<file path="src/rtl/keypad_scan_debounce_pkg.sv">
// Shared constants, column encodings and the key-position map for the keypad scanner.
package keypad_scan_debounce_pkg;

  localparam logic [3:0] KEY_NONE = 4'hF;
  localparam logic [3:0] KEY_STAR = 4'd10;
  localparam logic [3:0] KEY_HASH = 4'd11;

  // Column states double as the one-hot strobe pattern driven onto key_col.
  typedef enum logic [2:0] {
    COL_IDLE = 3'b000,
    COL1     = 3'b001,
    COL2     = 3'b010,
    COL3     = 3'b100
  } col_t;

  function automatic logic [3:0] keymap(input logic [1:0] col, input logic [1:0] row);
    logic [3:0] code;
    if (row == 2'd3) begin
      case (col)
        2'd0:    code = KEY_STAR;
        2'd1:    code = 4'd0;
        default: code = KEY_HASH;
      endcase
    end else begin
      code = {2'b00, row} * 4'd3 + {2'b00, col} + 4'd1;
    end
    return code;
  endfunction

endpackage

</file>
<file path="src/rtl/keypad_scan_debounce_if.sv">
// Key-event handshake between the keypad scanner (master) and its consumer (slave).
interface keypad_scan_debounce_if;
  logic [3:0] key_code;
  logic       key_valid;
  logic       key_ack;
  logic       key_held;
  logic       overrun;

  modport master (
    output key_code,
    output key_valid,
    output key_held,
    output overrun,
    input  key_ack
  );

  modport slave (
    input  key_code,
    input  key_valid,
    input  key_held,
    input  overrun,
    output key_ack
  );
endinterface

</file>
<file path="src/rtl/keypad_scan_debounce_debouncer.sv">
// Frame-level debouncer: promotes a frame code to the stable code after DEBOUNCE_CNT identical frames.
module keypad_debouncer
  import keypad_scan_debounce_pkg::*;
#(
  parameter int unsigned DEBOUNCE_CNT = 8
) (
  input  logic       clk,
  input  logic       rst,
  input  logic       frame_done,
  input  logic [3:0] frame_code,
  output logic [3:0] stable,
  output logic       press,
  output logic       key_held
);

  localparam logic [3:0] CNT_MAX = 4'(DEBOUNCE_CNT);

  logic [3:0] cand, cand_n;
  logic [3:0] cnt, cnt_n;
  logic       accept;

  always_comb begin
    cand_n = cand;
    cnt_n  = cnt;
    if (frame_done) begin
      if (frame_code == cand) begin
        cnt_n = (cnt >= CNT_MAX) ? CNT_MAX : cnt + 4'd1;
      end else begin
        cand_n = frame_code;
        cnt_n  = 4'd1;
      end
    end
    accept = frame_done && (cnt_n == CNT_MAX) && (cand_n != stable);
  end

  always_ff @(posedge clk or posedge rst) begin
    if (rst) begin
      cand     <= KEY_NONE;
      cnt      <= '0;
      stable   <= KEY_NONE;
      press    <= 1'b0;
      key_held <= 1'b0;
    end else begin
      cand     <= cand_n;
      cnt      <= cnt_n;
      press    <= accept && (cand_n != KEY_NONE);
      if (accept) begin
        stable   <= cand_n;
        key_held <= (cand_n != KEY_NONE);
      end
    end
  end

endmodule

</file>
<file path="src/rtl/keypad_scan_debounce.sv">
// 3x4 keypad scanner: column strobing, frame accumulation with ghost rejection,
// debouncing and a buffered valid/ack key-press event.
module keypad_scan_debounce
  import keypad_scan_debounce_pkg::*;
#(
  parameter int unsigned SCAN_DIV     = 12500,
  parameter int unsigned DEBOUNCE_CNT = 8
) (
  input  logic                          clk,
  input  logic                          rst,
  input  logic [3:0]                    key_row,
  output logic [2:0]                    key_col,
  keypad_scan_debounce_if.master        key_if
);

  localparam int unsigned DIV_W = (SCAN_DIV > 1) ? $clog2(SCAN_DIV) : 1;
  localparam logic [DIV_W-1:0] DIV_LAST = DIV_W'(SCAN_DIV - 1);

  logic [3:0]       row_s1, row_s2;
  logic [DIV_W-1:0] div_cnt;
  logic             tick;
  col_t             col_q, col_d;

  always_ff @(posedge clk or posedge rst) begin
    if (rst) begin
      row_s1 <= '0;
      row_s2 <= '0;
    end else begin
      row_s1 <= key_row;
      row_s2 <= row_s1;
    end
  end

  assign tick = (div_cnt == DIV_LAST);

  always_ff @(posedge clk or posedge rst) begin
    if (rst) div_cnt <= '0;
    else     div_cnt <= tick ? '0 : div_cnt + 1'b1;
  end

  always_ff @(posedge clk or posedge rst) begin
    if (rst) col_q <= COL_IDLE;
    else     col_q <= col_d;
  end

  always_comb begin
    col_d = col_q;
    if (tick) begin
      case (col_q)
        COL1:    col_d = COL2;
        COL2:    col_d = COL3;
        default: col_d = COL1;
      endcase
    end
  end

  assign key_col = col_q;

  logic [1:0] col_idx, row_idx;
  logic       hit_any, hit_one;
  logic [3:0] samp_code;
  logic       acc_hit, acc_multi;
  logic [3:0] acc_code;
  logic       new_hit, new_multi;
  logic [3:0] new_code;
  logic       col_active, frame_done;
  logic [3:0] frame_code;

  always_comb begin
    case (col_q)
      COL2:    col_idx = 2'd1;
      COL3:    col_idx = 2'd2;
      default: col_idx = 2'd0;
    endcase
    if      (row_s2[3]) row_idx = 2'd3;
    else if (row_s2[2]) row_idx = 2'd2;
    else if (row_s2[1]) row_idx = 2'd1;
    else                row_idx = 2'd0;
  end

  assign hit_any   = |row_s2;
  assign hit_one   = $onehot(row_s2);
  assign samp_code = keymap(col_idx, row_idx);

  // The COL3 sample is folded in combinationally so the frame result is ready on its own tick.
  always_comb begin
    col_active = tick && (col_q != COL_IDLE);
    frame_done = tick && (col_q == COL3);
    new_hit    = acc_hit | hit_any;
    new_multi  = acc_multi | (hit_any & (~hit_one | acc_hit));
    new_code   = (hit_one && !acc_hit) ? samp_code : acc_code;
    frame_code = (!new_hit || new_multi) ? KEY_NONE : new_code;
  end

  always_ff @(posedge clk or posedge rst) begin
    if (rst) begin
      acc_hit   <= 1'b0;
      acc_multi <= 1'b0;
      acc_code  <= KEY_NONE;
    end else if (col_active) begin
      if (frame_done) begin
        acc_hit   <= 1'b0;
        acc_multi <= 1'b0;
        acc_code  <= KEY_NONE;
      end else begin
        acc_hit   <= new_hit;
        acc_multi <= new_multi;
        acc_code  <= new_code;
      end
    end
  end

  logic [3:0] stable;
  logic       press;

  keypad_debouncer #(
    .DEBOUNCE_CNT (DEBOUNCE_CNT)
  ) u_debouncer (
    .clk        (clk),
    .rst        (rst),
    .frame_done (frame_done),
    .frame_code (frame_code),
    .stable     (stable),
    .press      (press),
    .key_held   (key_if.key_held)
  );

  always_ff @(posedge clk or posedge rst) begin
    if (rst) begin
      key_if.key_valid <= 1'b0;
      key_if.key_code  <= KEY_NONE;
      key_if.overrun   <= 1'b0;
    end else if (press) begin
      if (!key_if.key_valid) begin
        key_if.key_valid <= 1'b1;
        key_if.key_code  <= stable;
      end else if (key_if.key_ack) begin
        key_if.key_code  <= stable;
      end else begin
        key_if.overrun   <= 1'b1;
      end
    end else if (key_if.key_valid && key_if.key_ack) begin
      key_if.key_valid <= 1'b0;
      key_if.overrun   <= 1'b0;
    end
  end

endmodule

</file>
<file path="src/flat_wrapper.sv">
// flat-port wrapper written by rule: the top's interface ports become plain ports
module keypad_scan_debounce_flat import keypad_scan_debounce_pkg::*;
#(
  parameter int unsigned SCAN_DIV     = 12500,
  parameter int unsigned DEBOUNCE_CNT = 8
)
  (clk, rst, key_row, key_col, key_if_key_code, key_if_key_valid, key_if_key_held, key_if_overrun, key_if_key_ack);
  keypad_scan_debounce_if key_if_i ();
  input  logic clk;
  input  logic rst;
  input  logic [3:0] key_row;
  output logic [2:0] key_col;
  output wire logic [$bits(key_if_i.key_code)-1:0] key_if_key_code;
  output wire logic [$bits(key_if_i.key_valid)-1:0] key_if_key_valid;
  output wire logic [$bits(key_if_i.key_held)-1:0] key_if_key_held;
  output wire logic [$bits(key_if_i.overrun)-1:0] key_if_overrun;
  input wire logic [$bits(key_if_i.key_ack)-1:0] key_if_key_ack;
  assign key_if_key_code = key_if_i.key_code;
  assign key_if_key_valid = key_if_i.key_valid;
  assign key_if_key_held = key_if_i.key_held;
  assign key_if_overrun = key_if_i.overrun;
  assign key_if_i.key_ack = key_if_key_ack;
  keypad_scan_debounce #(.SCAN_DIV(SCAN_DIV), .DEBOUNCE_CNT(DEBOUNCE_CNT)) u_core (.clk(clk), .rst(rst), .key_row(key_row), .key_col(key_col), .key_if(key_if_i));
endmodule
</file>
<file path="config.mk">
export PLATFORM = sky130hd
export DESIGN_NAME = keypad_scan_debounce_flat
export DESIGN_NICKNAME = d
export VERILOG_FILES = /design/src/rtl/keypad_scan_debounce_pkg.sv /design/src/rtl/keypad_scan_debounce_if.sv /design/src/rtl/keypad_scan_debounce_debouncer.sv /design/src/rtl/keypad_scan_debounce.sv /design/src/flat_wrapper.sv
export SDC_FILE = /design/constraint.sdc
export NUM_CORES = 1
export LEC_CHECK = 0
export BUFFER_PORTS_ARGS = -buffer_cell sky130_fd_sc_hd__buf_2
export CELL_PAD_IN_SITES_DETAIL_PLACEMENT = 1
export CELL_PAD_IN_SITES_GLOBAL_PLACEMENT = 1
export CORE_UTILIZATION = 50
export CTS_BUF_LIST = sky130_fd_sc_hd__clkbuf_16
export DETAILED_ROUTE_END_ITERATION = 10
export PLACE_DENSITY_LB_ADDON = 0.1
export SLEW_MARGIN = 20
export SYNTH_ARGS = -nofsm -noshare
export SYNTH_HDL_FRONTEND = slang
export SYNTH_SLANG_ARGS = --single-unit
export TNS_END_PERCENT = 10
</file>
<file path="constraint.sdc">
create_clock -name clk -period 11.05 [get_ports clk]
set_clock_uncertainty 0.2 [all_clocks]
set_input_delay 2.21 -clock clk [delete_from_list [all_inputs] [get_ports clk]]
set_output_delay 2.21 -clock clk [all_outputs]
set_load 0.01 [all_outputs]
</file>
==> results of run 1 <==
[per-stage QoR]
step                      util [%]  hold WS [ps]  cell area (um^2)
after CTS                    58.27         152.6              3033
after global placement       55.50         132.7              2889
final                        58.29         149.0              3034
after global routing         58.29         163.1              3034
after detailed placement     55.50         137.0              2889
after floorplan                  -         131.2              2765
[synth_stat cells, drive strengths merged (4+ instances only)]
library cell | n | area share, %
dfrtp | 35 | 32
nor2 | 25 | 3.4
nand2 | 22 | 3.0
dfstp | 16 | 15
inv | 16 | 2.2
o21ai | 14 | 2.5
a21oi | 12 | 2.2
ha | 12 | 5.4
nand3 | 12 | 2.2
xnor2 | 12 | 3.8
mux2 | 8 | 3.3
and3 | 7 | 1.6
and2 | 6 | 1.4
nand2b | 6 | 1.4
xor2 | 6 | 1.9
a211oi | 4 | 1.3
a31oi | 4 | 0.90
buf | 4 | 1.2
[power groups by stage]
stage | clock [W] | sequential [W] | combinational, W
6_report | 0.000153 | 0.000189 | 0.0000406
5_1_grt | 0.000163 | 0.000189 | 0.0000460
4_1_cts | 0.000157 | 0.000189 | 0.0000406
3_5_place_dp | 0 | 0.000192 | 0.0000397
3_3_place_gp | 0 | 0.000192 | 0.0000383
2_1_floorplan | 0 | 0.000192 | 0.0000313
[cells by family (layout without fill, tap and decap cells)]
group / count (synthesis) / count (layout) / synth area share, %
AND/OR/NAND/NOR: 101 / 101 / 19.46
XOR/XNOR: 18 / 18 / 5.701
AO/OA/AOI/OAI: 54 / 54 / 13.35
flip-flops: 51 / 51 / 46.88
buffers and inverters: 23 / 40 / 3.756
multiplexers: 8 / 8 / 3.258
adder cells (fa/ha/maj): 15 / 15 / 7.602
[final cells by class]
class                      instances  share of cell area [%]
clock inverter                     3                  0.6186
inverter                          16                   2.021
sequential                        51                   42.72
multi-input combinational        196                   44.99
clock buffer                       5                   4.124
timing repair buffer              16                   2.639
tap                               70                   2.887
[worst paths after layout]
check / startpoint / endpoint / slack [ps]
worst max-delay path: u_core.key_col[1] / u_core.u_debouncer.stable[2] / 6370
min in group asynchronous: rst / u_core.div_cnt[0] / 1870
worst min-delay path: u_core.row_s1[1] / u_core.row_s2[1] / 150
worst min register to register: u_core.row_s1[1] / u_core.row_s2[1] / 150
worst max register to register: u_core.key_col[1] / u_core.u_debouncer.stable[2] / 6370
max in group asynchronous: rst / u_core.div_cnt[10] / 8270
[state kept, by name (all words and copies together) (netlist names)]
name	flops
u_core.u_debouncer.cnt	4
u_core.key_if.key_valid	1
u_core.u_debouncer.stable	4
u_core.div_cnt	14
u_core.key_col	3
u_core.key_if.overrun	1
u_core.key_if.key_code	4
u_core.acc_hit	1
u_core.row_s1	4
u_core.acc_code	4
u_core.acc_multi	1
u_core.u_debouncer.cand	4
u_core.u_debouncer.press	1
u_core.row_s2	4
u_core.u_debouncer.key_held	1
[worst max-delay path, cell delays in order (launching register included)]
cell,delay (ps)
dfrtp_1,460
nor2_1,360
nand2_1,170
fa_1,510
inv_1,70
fa_1,540
nor2_1,50
a211o_1,310
and2_1,240
xnor2_1,150
or4_1,440
a21o_1,240
and3_1,190
o31ai_2,310
mux2_2,370
[metal layers]
metal | up-vias | GRT usage, %
met4 | 0 | 7.692
li1 | 972 | -
met3 | 8 | 3.593
met2 | 30 | 37.57
met5 | - | 0
met1 | 1029 | 32.23
==> key figures, run 1 <==
Yosys
  • Number of distinct library cells after synthesis: 52
  • Asr flop ratio synth: 100.0%
  • Synthesized instance count: 270
  • YS warnings: 0
  • Most used DFF post-synth: dfrtp_1
  • Syn nets: 292
  • Avg Cell Area, Syn: 10.24 um^2
  • Number of flops mapped to enable cells by yosys: 0
  • Synth Cell Area: 2765 um^2
  • Sequential fraction of the synthesis area: 46.88%
  • #FFs+latches synth: 51

CTS
  • Clock Sinks: 51
  • CTS tree: done
  • Clock-pin slew on the worst setup and hold paths: 70 ps
  • Post-CTS Resized: 0
  • Clock root buffer: clkbuf_16
  • H-tree levels: 2
  • Number of buffers created by CTS: 5
  • Setup bufs post-CTS: 0
  • Clock Latency Late Sink: 290 ps
  • Clock buffer depth: 2
  • Hold buffer count at CTS: 0

Detailed routing
  • DR iter-0 viols: 102
  • Drt via density: 5.711
  • Routed wl met2: 2.915 mm
  • TritonRoute pass-1 iters: 4
  • Max Used Layer: met4
  • Met3 wire len: 154 um
  • Drt drc: 0
  • Metal-1 WL: 2.833 mm
  • Antenna viol nets, final: 0
  • Final WL: 5.995 mm
  • Routed len/inst: 16.79 um
  • Via Count: 2,039

Timing
  • Tcrit/Tclk final: 42.35%
  • Setup TNS: 0 ps
  • Final Hold Violating Endpoints: 0
  • Setup violators final: 0
  • Slew Limit Fails: 0
  • Worst Tran Pin Value: 899.7 ps
  • Peak Freq: 213.7 MHz
  • Post-route setup slack: 6371 ps
  • Slew HR: 39.90%
  • Final min period: 4679 ps
  • RSZ-0062 raised after global routing: false

Die
  • Row cnt: 26
  • I/O pin count: 17
  • Chip Width: 76.37 um
  • Core area: 5205 um^2
  • Starting density of the core: 53.13%
  • Chip height: 76.37 um
  • Die area: 5832 um^2

Power and ir drop
  • Pleak: 1.323 nW
  • Power, Total: 0.0003823 W
  • Seq pwr share: 49.5%
  • Int Power: 0.0002865 W
  • VDD IR-drop max: 84.97 uV
  • Combinational power share: 10.6%
  • Switch share: 25.04%
  • Clock power share: 39.9%
  • Sw power: 0.00009574 W
  • PD cells: 126.0 nW/um^2

Worst setup path
  • CP max FO: 7
  • Arrival @ worst endpoint: 4700 ps
  • Critical path class: register to register
  • Worst setup EP type: register
  • Worst Path Required: 11,070 ps
  • Startpoint Class: register
  • FF-to-FF path depth: 14

Place
  • Placed Instances: 349
  • Pre-CTS WS: 6395 ps
  • GP Congestion: 0.7495
  • # port buffers: 16
  • Post-DP HPWL: 4.206 mm

Finish
  • Nets@finish: 308
  • Area Growth Syn to Fin: 9.729%
  • Multi-input gate area: 1365 um^2
  • Most frequent cells in the layout: dfrtp_1, nor2_1, nand2_1
  • Fill cells: 590
  • # diodes: 0
  • Post-route insts no fill: 357
  • Storage element area: 1296 um^2
  • Layout cells sized above 1: 18.47%
  • Most common cell after layout, fill and taps aside: dfrtp_1

Hold path
  • Tightest Hold Check Type: register to register
  • Worst Hold Depth: 0

Outcome
  • Outcome: complete, no violations

GRT
  • Largest net degree at the start of global routing: 52
  • GRT Util Overall: 23.30%
  • Antenna violations before repair: 0
  • Grt total ovfl: 0
  • First-pass GRT wire length: 10.63 mm
  • Number of global-route vias before repair: 2,175

Flow run
  • Max-Cap Viols: 0
(Power assumes the default switching activity.)
==> run 2, diff against run 1 <==
CORE_UTILIZATION = 43   (was 50)
clock period = 3.8 ns   (was 11.05 ns; I/O delays follow)
==> key figures, run 2 (synthesis results as in run 1) <==
CTS
  • Clock-pin slew on the worst setup and hold paths: 70 ps
  • Clock Sinks: 51
  • Number of buffers created by CTS: 5
  • Clock root buffer: clkbuf_16
  • CTS tree: done
  • H-tree levels: 2
  • Clock buffer depth: 2
  • Hold buffer count at CTS: 0
  • Clock Latency Late Sink: 290 ps

Timing
  • Setup TNS: -2303 ps
  • Peak Freq: 238.5 MHz
  • Final min period: 4193 ps
  • Setup violators final: 10
  • RSZ-0062 raised after global routing: true
  • Hold WS: 154.2 ps
  • Final Hold Violating Endpoints: 0
  • Slew HR: 55.98%
  • Worst Tran Pin Value: 659.0 ps
  • Tcrit/Tclk final: 110.3%
  • Slew Limit Fails: 0
  • Post-route setup slack: -392.9 ps

Finish
  • Nets@finish: 346
  • Layout cells sized above 1: 38.15%
  • Fill cells: 667
  • Multi-input gate area: 1556 um^2
  • Most flops, register: u_core.div_cnt
  • Fin area: 3568 um^2
  • Area Growth Syn to Fin: 29.05%
  • Storage element area: 1296 um^2
  • Most common cell after layout, fill and taps aside: buf_4
  • # diodes: 0
  • Most frequent cells in the layout: buf_4, dfrtp_1, nor2_1
  • Max reg flops: 14
  • Post-route insts no fill: 400

Detailed routing
  • Antenna viol nets, final: 0
  • Drt via density: 5.450
  • Drt drc: 0
  • Via Count: 2,180
  • Final WL: 6.912 mm
  • DR iter-0 viols: 43
  • Routed len/inst: 17.28 um
  • TritonRoute pass-1 iters: 4

Power and ir drop
  • PD cells: 371.6 nW/um^2
  • Pleak: 1.560 nW
  • VDD IR-drop max: 218.2 uV

Die
  • Chip height: 82.19 um
  • Starting density of the core: 45.62%
  • Row cnt: 28
  • Die area: 6755 um^2
  • Core area: 6061 um^2
  • I/O pin count: 17
  • Chip Width: 82.19 um

Worst setup path
  • Arrival @ worst endpoint: 4210 ps
  • R2R Path End: u_core.u_debouncer.stable[2]
  • Worst setup EP type: register
  • Startpoint Class: register
  • Critical path class: register to register
  • FF-to-FF Start: u_core.row_s2[1]
  • FF-to-FF path depth: 13
  • Worst Path Required: 3820 ps
  • CP max FO: 8
  • Crit. Startpoint: u_core.row_s2[1]
  • Reg2Reg Setup Slack: -390 ps

Place
  • Placed Instances: 385
  • Post-DP HPWL: 4.643 mm
  • Area after DPL: 3134 um^2
  • # port buffers: 16
  • GP Congestion: 0.7875

GRT
  • Antenna violations before repair: 0
  • GRT Util Overall: 22.26%
  • Largest net degree at the start of global routing: 32
  • Number of global-route vias before repair: 2,347
  • Grt total ovfl: 0
  • First-pass GRT wire length: 11.22 mm

Hold path
  • Worst Hold Depth: 0
  • Worst Hold End: u_core.row_s2[0]
  • Worst Hold Launch: u_core.row_s1[0]
  • Tightest Hold Check Type: register to register

Outcome
  • Failing checks: setup timing
  • Outcome: finished, violations left

Flow run
  • Max-Cap Viols: 0
-- run 2: critical path: stages, from the launching register on --
cell and delay [ps]:
dfrtp_1 390, inv_2 100, ha_4 210, ha_4 150, fa_1 470, or4b_4 610, or3_4 390, a211oi_4 270
and3b_1 220, o22ai_2 200, a22oi_2 120, and3_4 200, o31ai_4 250, mux2_4 330
-- run 2: final cells by class --
class,count,area share [%]
Clock buffer,5,3.506
Clock inverter,3,1.893
Inverter,16,1.683
Multi-Input combinational cell,196,43.62
Sequential cell,51,36.33
Tap cell,75,2.630
Timing Repair Buffer,54,10.34
-- run 2: power breakdown --
part	total (W)	switching (W)	internal, W
Combinational	0.000194	0.0000986	0.0000953
Clock	0.000582	0.000205	0.000377
Sequential	0.000550	0.00000203	0.000548
Total	0.00133	0.000306	0.00102
-- run 2: per-stage QoR --
step	total power [W]	util (%)	setup slack, ps
2_1_floorplan	0.0006528	-	-338.3
3_3_place_gp	0.0007078	51.71	-459.4
3_5_place_dp	0.0007112	51.71	-574.6
4_1_cts	0.001313	56.63	-483.2
5_1_grt	0.001374	58.88	-519.0
6_report	0.001326	58.88	-392.9
-- run 2: how the worst max path moves through the flow --
stage | to | slack (ps) | cells past startpoint
floorplan | u_core.u_debouncer.key_held | -340 | 15
global placement | u_core.u_debouncer.stable[2] | -460 | 14
detailed placement | u_core.u_debouncer.stable[2] | -570 | 14
CTS | u_core.u_debouncer.stable[2] | -480 | 14
global route | u_core.u_debouncer.stable[1] | -520 | 17
finish | u_core.u_debouncer.stable[2] | -390 | 13
-- run 2: timing repair --
action,4_1_cts,5_1_grt
gates resized for setup,18,26
setup endpoints to repair,11,11
setup buffers,5,3
pin swaps,8,15
-- run 2: per-layer routing --
layer  share of wire, %  GRT usage, %
met1                 47         28.69
met2                 50         38.43
met3                2.1         4.286
met4               0.94         5.088
met5                  0             0
